**src/rtl/serial_demux_tx.sv**
```systemverilog
// ============================================================================
//  Module   : serial_demux_tx
//  Purpose  : Framed serial demultiplexer. Decodes start/address/length,
//             steers payload bits to one of NPORTS outputs and shows the
//             remaining bit count on a seven-segment digit.
//             Optional even-parity check enabled by `define PARITY_CHECK_EN.
//  Revision : 1.0  initial release
// ============================================================================
`default_nettype none

module serial_demux_tx #(
    parameter int NPORTS = 4,
    parameter int ADDR_W = 2,
    parameter int LEN_W  = 4
) (
    input  logic              clk,
    input  logic              rst,
    input  logic              clkEn,
    input  logic              SerIn,
    output logic              SerOutValid,
    output logic              Done,
    output logic              Err,
    output logic [NPORTS-1:0] P,
    output logic [LEN_W-1:0]  Rem,
    output logic [6:0]        SSD_Out
);

    localparam int c_max_field = (ADDR_W > LEN_W) ? ADDR_W : LEN_W;
    localparam int c_cnt_w     = $clog2(c_max_field + 1);

    localparam logic [2:0] c_st_idle = 3'd0;
    localparam logic [2:0] c_st_addr = 3'd1;
    localparam logic [2:0] c_st_len  = 3'd2;
    localparam logic [2:0] c_st_data = 3'd3;
`ifdef PARITY_CHECK_EN
    localparam logic [2:0] c_st_par  = 3'd4;
`endif
    localparam logic [2:0] c_st_done = 3'd5;

    logic [2:0]         r_state;
    logic [2:0]         w_next_state;
    logic [2:0]         w_after_payload;
    logic [c_cnt_w-1:0] r_cnt;
    logic [ADDR_W-1:0]  r_addr;
    logic [LEN_W-1:0]   r_rem;
    logic               r_err;
`ifdef PARITY_CHECK_EN
    logic               r_par;
`endif

    logic [ADDR_W-1:0]  w_addr_shift;
    logic [LEN_W-1:0]   w_len_shift;
    logic               w_addr_last;
    logic               w_len_last;
    logic [NPORTS-1:0]  w_port_hit;
    logic               w_addr_ok;
    logic               w_err_set;
    logic [3:0]         w_digit;

    assign w_addr_shift = (r_addr << 1) | ADDR_W'(SerIn);
    assign w_len_shift  = (r_rem << 1) | LEN_W'(SerIn);
    assign w_addr_last  = (r_cnt == c_cnt_w'(ADDR_W - 1));
    assign w_len_last   = (r_cnt == c_cnt_w'(LEN_W - 1));

`ifdef PARITY_CHECK_EN
    assign w_after_payload = c_st_par;
    assign w_err_set       = ~w_addr_ok | ((r_state == c_st_par) & (r_par ^ SerIn));
`else
    assign w_after_payload = c_st_done;
    assign w_err_set       = ~w_addr_ok;
`endif

    // ------------------------------------------------------------------
    // State register
    // ------------------------------------------------------------------
    always_ff @(posedge clk) begin
        if (rst) begin
            r_state <= c_st_idle;
        end else if (clkEn) begin
            r_state <= w_next_state;
        end
    end

    // ------------------------------------------------------------------
    // Next-state logic
    // ------------------------------------------------------------------
    always_comb begin
        w_next_state = r_state;
        if (clkEn) begin
            case (r_state)
                c_st_idle: if (!SerIn) w_next_state = c_st_addr;
                c_st_addr: if (w_addr_last) w_next_state = c_st_len;
                c_st_len: begin
                    if (w_len_last) begin
                        w_next_state = (w_len_shift == '0) ? w_after_payload : c_st_data;
                    end
                end
                c_st_data: if (r_rem <= LEN_W'(1)) w_next_state = w_after_payload;
`ifdef PARITY_CHECK_EN
                c_st_par:  w_next_state = c_st_done;
`endif
                c_st_done: w_next_state = c_st_idle;
                default:   w_next_state = c_st_idle;
            endcase
        end
    end

    // ------------------------------------------------------------------
    // Output decode
    // ------------------------------------------------------------------
    always_comb begin
        SerOutValid = 1'b0;
        Done        = 1'b0;
        case (r_state)
            c_st_data: SerOutValid = 1'b1;
            c_st_done: Done        = 1'b1;
            default: ;
        endcase
    end

    // ------------------------------------------------------------------
    // Datapath: address, length/remaining counter, error and parity
    // ------------------------------------------------------------------
    always_ff @(posedge clk) begin
        if (rst) begin
            r_cnt  <= '0;
            r_addr <= '0;
            r_rem  <= '0;
            r_err  <= 1'b0;
`ifdef PARITY_CHECK_EN
            r_par  <= 1'b0;
`endif
        end else if (clkEn) begin
            case (r_state)
                c_st_idle: begin
                    if (!SerIn) begin
                        r_cnt  <= '0;
                        r_addr <= '0;
                        r_rem  <= '0;
                        r_err  <= 1'b0;
`ifdef PARITY_CHECK_EN
                        r_par  <= 1'b0;
`endif
                    end
                end
                c_st_addr: begin
                    r_addr <= w_addr_shift;
                    r_cnt  <= w_addr_last ? '0 : r_cnt + c_cnt_w'(1);
                end
                c_st_len: begin
                    r_rem <= w_len_shift;
                    r_cnt <= w_len_last ? '0 : r_cnt + c_cnt_w'(1);
                end
                c_st_data: begin
                    if (r_rem != '0) r_rem <= r_rem - LEN_W'(1);
`ifdef PARITY_CHECK_EN
                    r_par <= r_par ^ SerIn;
`endif
                end
                default: ;
            endcase
            // Error is latched on the single transition into DONE
            if ((w_next_state == c_st_done) && (r_state != c_st_done)) begin
                r_err <= r_err | w_err_set;
            end
        end
    end

    // ------------------------------------------------------------------
    // Port steering: out-of-range addresses hit no port, so P stays 0
    // ------------------------------------------------------------------
    for (genvar i = 0; i < NPORTS; i++) begin : g_port
        assign w_port_hit[i] = (r_addr == ADDR_W'(i));
        assign P[i]          = SerOutValid & w_port_hit[i] & SerIn;
    end

    assign w_addr_ok = |w_port_hit;
    assign Err       = r_err;
    assign Rem       = r_rem;

    if (LEN_W >= 4) begin : g_digit_full
        assign w_digit = r_rem[3:0];
    end else begin : g_digit_pad
        assign w_digit = {{(4 - LEN_W){1'b0}}, r_rem};
    end

    // Active-low segments, bit order gfedcba
    always_comb begin
        SSD_Out = 7'b1111111;
        case (w_digit)
            4'h0: SSD_Out = 7'b1000000;
            4'h1: SSD_Out = 7'b1111001;
            4'h2: SSD_Out = 7'b0100100;
            4'h3: SSD_Out = 7'b0110000;
            4'h4: SSD_Out = 7'b0011001;
            4'h5: SSD_Out = 7'b0010010;
            4'h6: SSD_Out = 7'b0000010;
            4'h7: SSD_Out = 7'b1111000;
            4'h8: SSD_Out = 7'b0000000;
            4'h9: SSD_Out = 7'b0010000;
            4'hA: SSD_Out = 7'b0001000;
            4'hB: SSD_Out = 7'b0000011;
            4'hC: SSD_Out = 7'b1000110;
            4'hD: SSD_Out = 7'b0100001;
            4'hE: SSD_Out = 7'b0000110;
            4'hF: SSD_Out = 7'b0001110;
            default: SSD_Out = 7'b1111111;
        endcase
    end

endmodule

`default_nettype wire

```
**config.mk**
```make
export PLATFORM = sky130hd
export DESIGN_NAME = serial_demux_tx
export DESIGN_NICKNAME = d
export VERILOG_FILES = /design/src/rtl/serial_demux_tx.sv
export SDC_FILE = /design/constraint.sdc
export NUM_CORES = 1
export LEC_CHECK = 0
export CORE_MARGIN = 3
export CORE_UTILIZATION = 45
export DETAILED_ROUTE_END_ITERATION = 8
export PLACE_DENSITY = 0.76
export SKIP_CTS_REPAIR_TIMING = 1
export SLEW_MARGIN = 5
export SYNTH_ARGS = -nofsm -noshare
export SYNTH_HDL_FRONTEND = slang
export SYNTH_SLANG_ARGS = --single-unit
```
**constraint.sdc**
```tcl
create_clock -name clk -period 2.95 [get_ports clk]
set_input_delay 0.4425 -clock clk [delete_from_list [all_inputs] [get_ports clk]]
set_output_delay 0.4425 -clock clk [all_outputs]
set_load 0.03 [all_outputs]
```
==> results.tsv <==
stage	metric	value	unit
synthesis	synth.avg_cell_area	8.56	um2
synthesis	yosys.area.top_type	dfxtp_1	
cells_and_area	drive_gt1_share	11.9	%
sta	whs	0.465	ns
place	placed_area	1560	um2
global_routing	globalRouteTotalUtil	16.7	%
synthesis	yosys-top-cells-area	dfxtp_1 (30%), ha_1 (11%), a21oi_1 (4.6%), mux2i_1 (3.8%), nor2_1 (3.7%)	
drt	vias_per_cell	5.43	
place	port-buffer-count	21	
synthesis	synthCells	154	
drt	drt_first_iter_violations	55	
global_routing	grt-ovfl-total	0	
critical_path	r2r_setup_slack	0.46	ns
drt	drt_wl_total	2.77	mm
floorplan	rows	18	
global_routing	antenna_found_initial	0	
synthesis	synthesis.area	1320	um2
drt	final_antenna_net_count	0	
sta	fmax	376	MHz
synthesis	synth_ff_type	dfxtp_1	
floorplan	dieArea	3610	um2
sta	finClkSkew	0.00308	ns
global_routing	use_met3	4.10	%
synthesis	yosysSeqAreaShare	30.4	%
synthesis	async_reset_ff_share	0	%
power_and_ir_drop	leakage	0.000637	uW
clocking	clockBufferDepth	2	
clocking	htreeDepth	1	
sta	slew_headroom	71.3	%
critical_path	cp_data_required_time	2.51	ns
floorplan	ioPinCount	22	
critical_path	worst-path-max-fanout	17	
drt	dr.pass1.iters	4	
sta	final-max-slew-violation-count	0	
critical_path	timing.rr.start	Rem[0]	
power_and_ir_drop	vdd.ir_drop.worst	213	uV
critical_path	crit_path_end_kind	primary output	
sta	rsz0062_at_grt	false	
drt	drc	0	
critical_path	reg2regPathDepth	9	
sta	timing.final.crit_share	90.2	%
critical_path	path_cells	and3b_1 -> and2_1 -> nor3b_1 -> clkdlybuf4s50_1	
sta	hold_viol	0	
place	dp_cells	203	
cells_and_area	final_area	1620	um2
run	maxCapViolCount	0	
floorplan	die_h	60.1	um
global_routing	busiest_layer	met2	
clocking	clock_latency	0.30	ns
min_path	hold-path-endpoint	Err	
floorplan	die_w	60.1	um
global_routing	grt_use_met1	21.4	%
drt	routedWlPerCell	13.4	um
critical_path	critPathLaunchType	flop	
global_routing	grt_max_degree	18	
floorplan	coreArea	2640	um2
sta	finalSetupTns	0	ns
outcome	outcome	complete, no violations	
cells_and_area	instances_no_fill	207	
synthesis	synth_cell_types	45	
synthesis	synth-seq-cells	20	
clocking	cts_tree	built	
critical_path	startpoint	r_state[1]	
critical_path	crit_type	flop to primary output	
floorplan	start_util	50.0	%
critical_path	cp.arrival	2.22	ns
global_routing	grt_pass1_wl	4.62	mm
cells_and_area	syn2layout_area_growth	22.6	%
clocking	cts_buffers	3	
critical_path	slowest_stage	clkdlybuf4s50_1	
synthesis	synth_edf_count	0	
synthesis	synth_nets	170	
synthesis	synth_top_area_share	30.4	%
sta	tightest_slew	0.428	ns
clocking	cts.clk_slew.worst_paths	0.12	ns
place	dp_hpwl	2.04	mm
critical_path	slowest_delay	0.71	ns
power_and_ir_drop	power.total	552	uW
sta	setup_viol	0	
critical_path	r2r-end	SSD_Out[3]	
place	gp_congestion	0.861	
cells_and_area	fin_nets	194	
sta	min_period	2.66	ns
clocking	cts_root_buf	clkbuf_4	
synthesis	ys_warn_count	0	
min_path	hold_class	flop to flop	
min_path	hold_depth	2	
global_routing	met2_usage	25.5	%
clocking	clock_sinks	20	
cells_and_area	n_antenna_cell	0	
global_routing	grt_pass1_vias	1104	
drt	num_vias	1125	
min_path	hold_path.startpoint	Err	
power_and_ir_drop	power_density	341	nW/um2
==> metal layers <==
layer / part of all wire (%) / vias to the layer above / wire [um]
met1: 48 / 505 / 1330
met4: 2.6 / 0 / 73
met2: 44 / 31 / 1230
met5: 0 / - / 0
li1: - / 581 / -
met3: 5.0 / 8 / 139
==> critical path, delay by kind of cell, from the launching register on <==
| kind | cells | cell delay, ns |
|---|---|---|
| DFF | 1 | 0.52 |
| and+or+nand+nor | 3 | 0.67 |
| buffers and inverters | 1 | 0.71 |
==> sequential cells by signal (all words and copies together), names as in the netlist <==
signal / count
Err: 1
r_state: 3
r_cnt: 3
SSD_Out: 7
r_addr: 2
Rem: 4
==> worst max-delay path by stage <==
stage | to | slack, ns | cells past startpoint
after floorplan | SSD_Out[4] | 0.40 | 11
after global placement | SSD_Out[3] | 0.17 | 8
after detailed placement | SSD_Out[3] | 0.08 | 8
after CTS | P[0] | 0.09 | 4
after global routing | P[0] | 0.13 | 4
final | P[0] | 0.29 | 4
==> where the power goes <==
part / leakage [uW] / switching [uW] / total (uW) / internal (uW)
registers: 0.000162 / 2.62 / 275 / 273
logic: 0.000447 / 27.6 / 50.1 / 22.5
clock network: 0.0000279 / 89.1 / 226 / 137
total: 0.000637 / 119 / 552 / 432
==> synth_stat cells (2+ instances only) <==
cell        n
nand3b_1    3
mux2i_1     5
dfxtp_1    20
o31ai_1     3
nor2_1     13
clkbuf_1    2
o21ai_0     6
nor2b_2     2
nand2b_1    6
mux2_2      2
nor3b_1     2
inv_1      10
and3_1      2
nor2b_1     4
nand2_1    10
ha_1       12
nor3b_2     2
a22o_1      3
nor3_1      4
buf_2       2
nand3_1     4
a21oi_1    12
a2bb2oi_1   2
and2b_1     2
==> kinds of logic after synthesis <==
family,share of synthesized area (%)
AO/OA/AOI/OAI,19.1
XOR/XNOR,1.33
adder cells (fa/ha/maj),11.4
buffers and inverters,5.98
flip-flops,30.4
multiplexers,5.51
AND/OR/NAND/NOR,26.3
==> through the flow <==
step / util [%] / setup WS, ns
2_1_floorplan: - / 0.396
3_3_place_gp: 59.3 / 0.173
3_5_place_dp: 59.3 / 0.0770
4_1_cts: 61.3 / 0.0904
5_1_grt: 61.3 / 0.127
6_report: 61.3 / 0.290
==> final cells by class <==
cell class / instances / area [um2]
repair buffers: 25 / 240
fillers: 218 / 1020
flip-flops and latches: 20 / 402
clock inverters: 1 / 30.0
multi-input cells: 116 / 838
inverters: 12 / 45.0
clock buffers: 3 / 22.5
well taps: 30 / 37.5
==> cells in the final DEF, fill, tap and decap left out, drive strengths merged, types with 2 or more instances in the layout <==
cell type	instances
inv	11
nor2b	6
clkbuf	3
nand3b	3
o31ai	3
a21oi	12
buf	4
nand3	4
a22o	3
dfxtp	20
clkdlybuf4s50	21
nor3	4
a2bb2oi	2
o21ai	6
mux2	2
and2	2
nand2b	7
nor2	13
and3	2
ha	12
nand2	10
and2b	2
mux2i	5
nor3b	4
Note: power is estimated with default switching activity, not from simulation.
